[src/rtl/lut_cfg_loader_if.sv]
// lut_cfg_if: valid/ready config word stream feeding lut_cfg_loader.
interface lut_cfg_if #(
    parameter int CONFIG_WIDTH = 1
);
    logic                    s_valid;
    logic                    s_ready;
    logic [CONFIG_WIDTH-1:0] s_data;
    modport master (output s_valid, output s_data, input s_ready);
    modport slave  (input s_valid, input s_data, output s_ready);
endinterface

[src/rtl/lut_cfg_loader.sv]
// lut_cfg_loader: shifts a config bitstream into a daisy-chained LUT group and reports completion.
// Define LUT_CFG_READBACK_EN to add a recirculating readback pass that checks an XOR-fold of the chain.
module lut_cfg_loader #(
    parameter int NUM_LUTS     = 1,
    parameter int LUT_NINPUTS  = 4,
    parameter int CONFIG_WIDTH = 1,
    localparam int TOTAL_BEATS = NUM_LUTS * (2 ** LUT_NINPUTS) / CONFIG_WIDTH,
    localparam int BW          = $clog2(TOTAL_BEATS + 1)
) (
    input  logic                    clk,
    input  logic                    rst,
    input  logic                    start,
    lut_cfg_if.slave                s,
    output logic                    config_en,
    output logic [CONFIG_WIDTH-1:0] config_in,
    input  logic [CONFIG_WIDTH-1:0] config_out,
    output logic                    busy,
    output logic                    done,
    output logic                    cfg_err,
    output logic [BW-1:0]           beat_count
);
    if (((2 ** LUT_NINPUTS) % CONFIG_WIDTH) != 0) begin : g_bad_width
        $error("CONFIG_WIDTH must divide 2**LUT_NINPUTS");
    end

    typedef enum logic [1:0] {IDLE, LOAD, VERIFY, DONE} state_t;
    state_t state;
    logic   hs, last;

    assign hs        = s.s_valid && s.s_ready;
    assign last      = beat_count == BW'(TOTAL_BEATS - 1);
    // VERIFY recirculates the tail back into the head so the chain ends where it started
    assign config_en = hs || state == VERIFY;
    assign config_in = state == LOAD ? s.s_data : state == VERIFY ? config_out : '0;

`ifdef LUT_CFG_READBACK_EN
    logic [CONFIG_WIDTH-1:0] chk_in, chk_out;
`else
    assign cfg_err = 1'b0;
`endif

    always_ff @(posedge clk or posedge rst) begin
        if (rst) begin
            state      <= IDLE;
            beat_count <= '0;
            busy       <= 1'b0;
            done       <= 1'b0;
            s.s_ready  <= 1'b0;
`ifdef LUT_CFG_READBACK_EN
            cfg_err    <= 1'b0;
            chk_in     <= '0;
            chk_out    <= '0;
`endif
        end else begin
            case (state)
                IDLE, DONE: begin
                    if (start) begin
                        state      <= LOAD;
                        beat_count <= '0;
                        s.s_ready  <= 1'b1;
                        busy       <= 1'b1;
                        done       <= 1'b0;
`ifdef LUT_CFG_READBACK_EN
                        cfg_err    <= 1'b0;
                        chk_in     <= '0;
`endif
                    end
                end
                LOAD: begin
                    if (hs) begin
                        beat_count <= beat_count + BW'(1);
`ifdef LUT_CFG_READBACK_EN
                        chk_in     <= chk_in ^ s.s_data;
                        if (last) begin
                            state      <= VERIFY;
                            beat_count <= '0;
                            s.s_ready  <= 1'b0;
                            chk_out    <= '0;
                        end
`else
                        if (last) begin
                            state     <= DONE;
                            s.s_ready <= 1'b0;
                            busy      <= 1'b0;
                            done      <= 1'b1;
                        end
`endif
                    end
                end
                default: begin
`ifdef LUT_CFG_READBACK_EN
                    beat_count <= beat_count + BW'(1);
                    chk_out    <= chk_out ^ config_out;
                    if (last) begin
                        state   <= DONE;
                        busy    <= 1'b0;
                        done    <= 1'b1;
                        cfg_err <= chk_in != (chk_out ^ config_out);
                    end
`else
                    state <= IDLE;
`endif
                end
            endcase
        end
    end
endmodule

[src/flat_wrapper.sv]
// flat-port wrapper written by rule: the top's interface ports become plain ports
module lut_cfg_loader_flat 
#(
    parameter int NUM_LUTS     = 1,
    parameter int LUT_NINPUTS  = 4,
    parameter int CONFIG_WIDTH = 1,
    localparam int TOTAL_BEATS = NUM_LUTS * (2 ** LUT_NINPUTS) / CONFIG_WIDTH,
    localparam int BW          = $clog2(TOTAL_BEATS + 1)
)
  (clk, rst, start, config_en, config_in, config_out, busy, done, cfg_err, beat_count, s_s_valid, s_s_data, s_s_ready);
  lut_cfg_if #(.CONFIG_WIDTH(CONFIG_WIDTH)) s_i ();
  input  logic clk;
  input  logic rst;
  input  logic start;
  output logic config_en;
  output logic [CONFIG_WIDTH-1:0] config_in;
  input  logic [CONFIG_WIDTH-1:0] config_out;
  output logic busy;
  output logic done;
  output logic cfg_err;
  output logic [BW-1:0] beat_count;
  input wire logic [$bits(s_i.s_valid)-1:0] s_s_valid;
  input wire logic [$bits(s_i.s_data)-1:0] s_s_data;
  output wire logic [$bits(s_i.s_ready)-1:0] s_s_ready;
  assign s_i.s_valid = s_s_valid;
  assign s_i.s_data = s_s_data;
  assign s_s_ready = s_i.s_ready;
  lut_cfg_loader #(.NUM_LUTS(NUM_LUTS), .LUT_NINPUTS(LUT_NINPUTS), .CONFIG_WIDTH(CONFIG_WIDTH)) u_core (.clk(clk), .rst(rst), .start(start), .s(s_i), .config_en(config_en), .config_in(config_in), .config_out(config_out), .busy(busy), .done(done), .cfg_err(cfg_err), .beat_count(beat_count));
endmodule
[config.mk]
export PLATFORM = sky130hd
export DESIGN_NAME = lut_cfg_loader_flat
export DESIGN_NICKNAME = d
export VERILOG_FILES = /design/src/rtl/lut_cfg_loader_if.sv /design/src/rtl/lut_cfg_loader.sv /design/src/flat_wrapper.sv
export SDC_FILE = /design/constraint.sdc
export NUM_CORES = 1
export LEC_CHECK = 0
export CAP_MARGIN = 30
export CORE_MARGIN = 1.5
export CORE_UTILIZATION = 35
export CTS_CLUSTER_DIAMETER = 40
export DETAILED_ROUTE_END_ITERATION = 12
export PLACE_DENSITY = 0.63
export REMOVE_ABC_BUFFERS = 1
export SKIP_CTS_REPAIR_TIMING = 1
export SLEW_MARGIN = 15
export SYNTH_ARGS = -nofsm -noshare
export SYNTH_HDL_FRONTEND = slang
export SYNTH_SLANG_ARGS = --single-unit
export TNS_END_PERCENT = 1
[constraint.sdc]
create_clock -name clk -period 2.6 [get_ports clk]
set_clock_uncertainty 0.2 [all_clocks]
set_input_delay 0.52 -clock clk [delete_from_list [all_inputs] [get_ports clk]]
set_output_delay 0.52 -clock clk [all_outputs]
set_load 0.05 [all_outputs]
==> metrics.md <==
| Metric | Value |
|---|---|
| FF-to-FF End | `u_core.beat_count[3]` |
| I/O pin count | `17` |
| Worst-path fanout max | `15` |
| Startpoint types | `register` |
| Die X | `42.53 um` |
| Synth top area cells | `dfrtp_1, ha_1, inv_1` |
| Vias | `485` |
| Status | `completed` |
| Floorplan die height | `42.53 um` |
| Dpl cells | `86` |
| Total CTS buffers | `3` |
| GRT Total Usage | `14.53%` |
| Synth area leader | `dfrtp_1` |
| IO buf count | `15` |
| DP HPWL | `841.9 um` |
| Wire per inst | `12.70 um` |
| GRT overflow | `0` |
| Vias in the first global route | `418` |
| CTS sink cnt | `9` |
| Routed vias/inst | `5.389` |
| Area growth, synth to finish | `36.61%` |
| Data arrival, critical path | `1.58 ns` |
| Routed WL | `1143 um` |
| Final Hold Vio Count | `0` |
| Clk root buf | `clkbuf_4` |
| Post-route DRC | `0` |
| Setup Viol. Count Final | `0` |
| Clock Path Buffers | `2` |
| # nets final | `85` |
| TNS Setup | `0 ns` |
| DP Area | `720.7 sq um` |
| DR pass1 iterations | `4` |
| Minimum clock period | `2.303 ns` |
| RSZ-0062 raised after global routing | `false` |
| Worst min-delay path category | `input port to async pin` |
| Post-route non-filler standard cell count | `90` |
| Starting Density | `36.72%` |
| Initial antenna violation count | `0` |
| 1st-iter DRT viols | `8` |
| Cell Rows | `14` |
| Final antenna-violating net count | `0` |
| Share of cells above drive strength 1 | `8.108%` |
| Diode count | `0` |
| Reg2reg start | `u_core.state[1]` |
| Total Power Consumption | `0.9538 mW` |
| Synthesized area per cell | `9.427 sq um` |
| Seq cells post-synth | `9` |
| Core Region | `1489 sq um` |
| GPL Wtd Cong | `0.7431` |
| FF-to-FF path depth | `5` |
| Post-synthesis cell count | `58` |
| Distinct cells, synth | `31` |
| Pin count of the biggest net entering global routing | `16` |
| Worst-path clk slew | `0.07 ns` |
| First-pass GRT wire length | `1897 um` |
| Max cap viols | `0` |
| Fin crit share | `88.56%` |
| Reg2reg setup slack | `0.56 ns` |
| Worst skew pair latency | `0.27 ns` |
| Die Area | `1808 sq um` |
| CTS tree | `yes` |
| Synth warn | `0` |
| Cell Area, Synth | `546.8 sq um` |
| Final Max Tran Viols | `0` |
| Most frequent cells in the layout | `clkdlybuf4s50_1, dfrtp_1, inv_1, nand2_1, ha_1` |
| H-tree depth | `1` |
| Commonest non-fill, non-tap cell in the layout | `clkdlybuf4s50_1` |
| Static Leakage | `0.3347 nW` |
| Pwr dens | `1277 nW/um^2` |
| Cell area after layout | `747.0 sq um` |
| Critical Path RT | `1.88 ns` |
| Max Clk Rate | `434.3 MHz` |
| Crit. End Element | `output pin` |
| Post-synthesis sequential area ratio | `41.19%` |
| Top-area cell type share of the netlist area | `41.19%` |
| Max VDD drop | `562.9 uV` |
| Setup CP Type | `register to output pin` |
| Min Hold Slack | `0.3160 ns` |
## power by group
part           leakage, nW  internal [mW]  switching, mW
logic                0.203          0.242          0.376
registers            0.117          0.182         0.0398
clock network       0.0150         0.0594         0.0545
total                0.335          0.484          0.470
## cells in the mapped netlist, drive strengths merged
master and count:
o32ai 1, ha 4, nor2 1, o21ai 4, buf 3, clkbuf 1, o22a 1, nor2b 2
nor3 2, nand2b 2, a211oi 1, or2b 1, inv 5, o31ai 2, or3b 1, or3 1
o41ai 1, mux2i 1, or4b 1, o311ai 1, o32a 1, a21boi 1, a21oi 1, conb 1
nand2 4, o21bai 1, and3 1, nand3 3, dfrtp 9
## how the worst max path moves through the flow
stage                         start         to
detailed placement       config_out  config_in
finish              u_core.state[1]  config_in
CTS                 u_core.state[1]  config_in
global placement         config_out  config_in
floorplan           u_core.state[1]  config_in
global route        u_core.state[1]  config_in
## worst max-delay path, cell delays in order, from the launching register on
cell     delay, ns
dfrtp_1       0.40
inv_1         0.06
ha_1          0.41
nand2_1       0.10
o21ai_0       0.16
buf_12        0.18
## state kept, by name, indices dropped and copies added, names as in the netlist
signal,count
u_core.s.s_ready,1
u_core.done,1
u_core.beat_count,5
u_core.state,2
## stage by stage
stage | worst slack, ns | utilization, %
after CTS | 0.2815 | 50.17
after floorplan | 0.06473 | -
after global routing | 0.1510 | 50.17
final | 0.2974 | 50.17
after global placement | 0.4011 | 48.40
after detailed placement | 0.3929 | 48.40
## cell families (layout without fill, tap and decap cells)
family | after synthesis | count (layout) | synth area share [%]
buffers and inverters | 9 | 25 | 7.778
DFF | 9 | 9 | 41.19
muxes | 1 | 1 | 1.831
other | 1 | 1 | 0.6858
adders and majority gates | 4 | 4 | 9.154
and+or+nand+nor | 19 | 19 | 19.68
AOI/OAI and AO/OA | 15 | 15 | 19.68
## metal layers
| layer | global-route usage (%) | wire (um) | vias up | part of all wire, % |
|---|---|---|---|---|
| li1 | - | - | 239 | - |
| met3 | 6.897 | 62 | 2 | 5.4 |
| met2 | 21.23 | 538 | 14 | 47 |
| met4 | 7.500 | 12 | 0 | 1.0 |
| met1 | 17.60 | 530 | 230 | 46 |
| met5 | 0 | 0 | - | 0 |
## layout make-up
class	instances	area (sq um)
Inverter	5	18.77
Sequential cell	9	225.2
Tap cell	16	20.02
Multi-Input combinational cell	40	279.0
Clock buffer	4	26.28
Timing Repair Buffer	16	177.7
Fill cell	136	742.0
(Power assumes the default switching activity.)
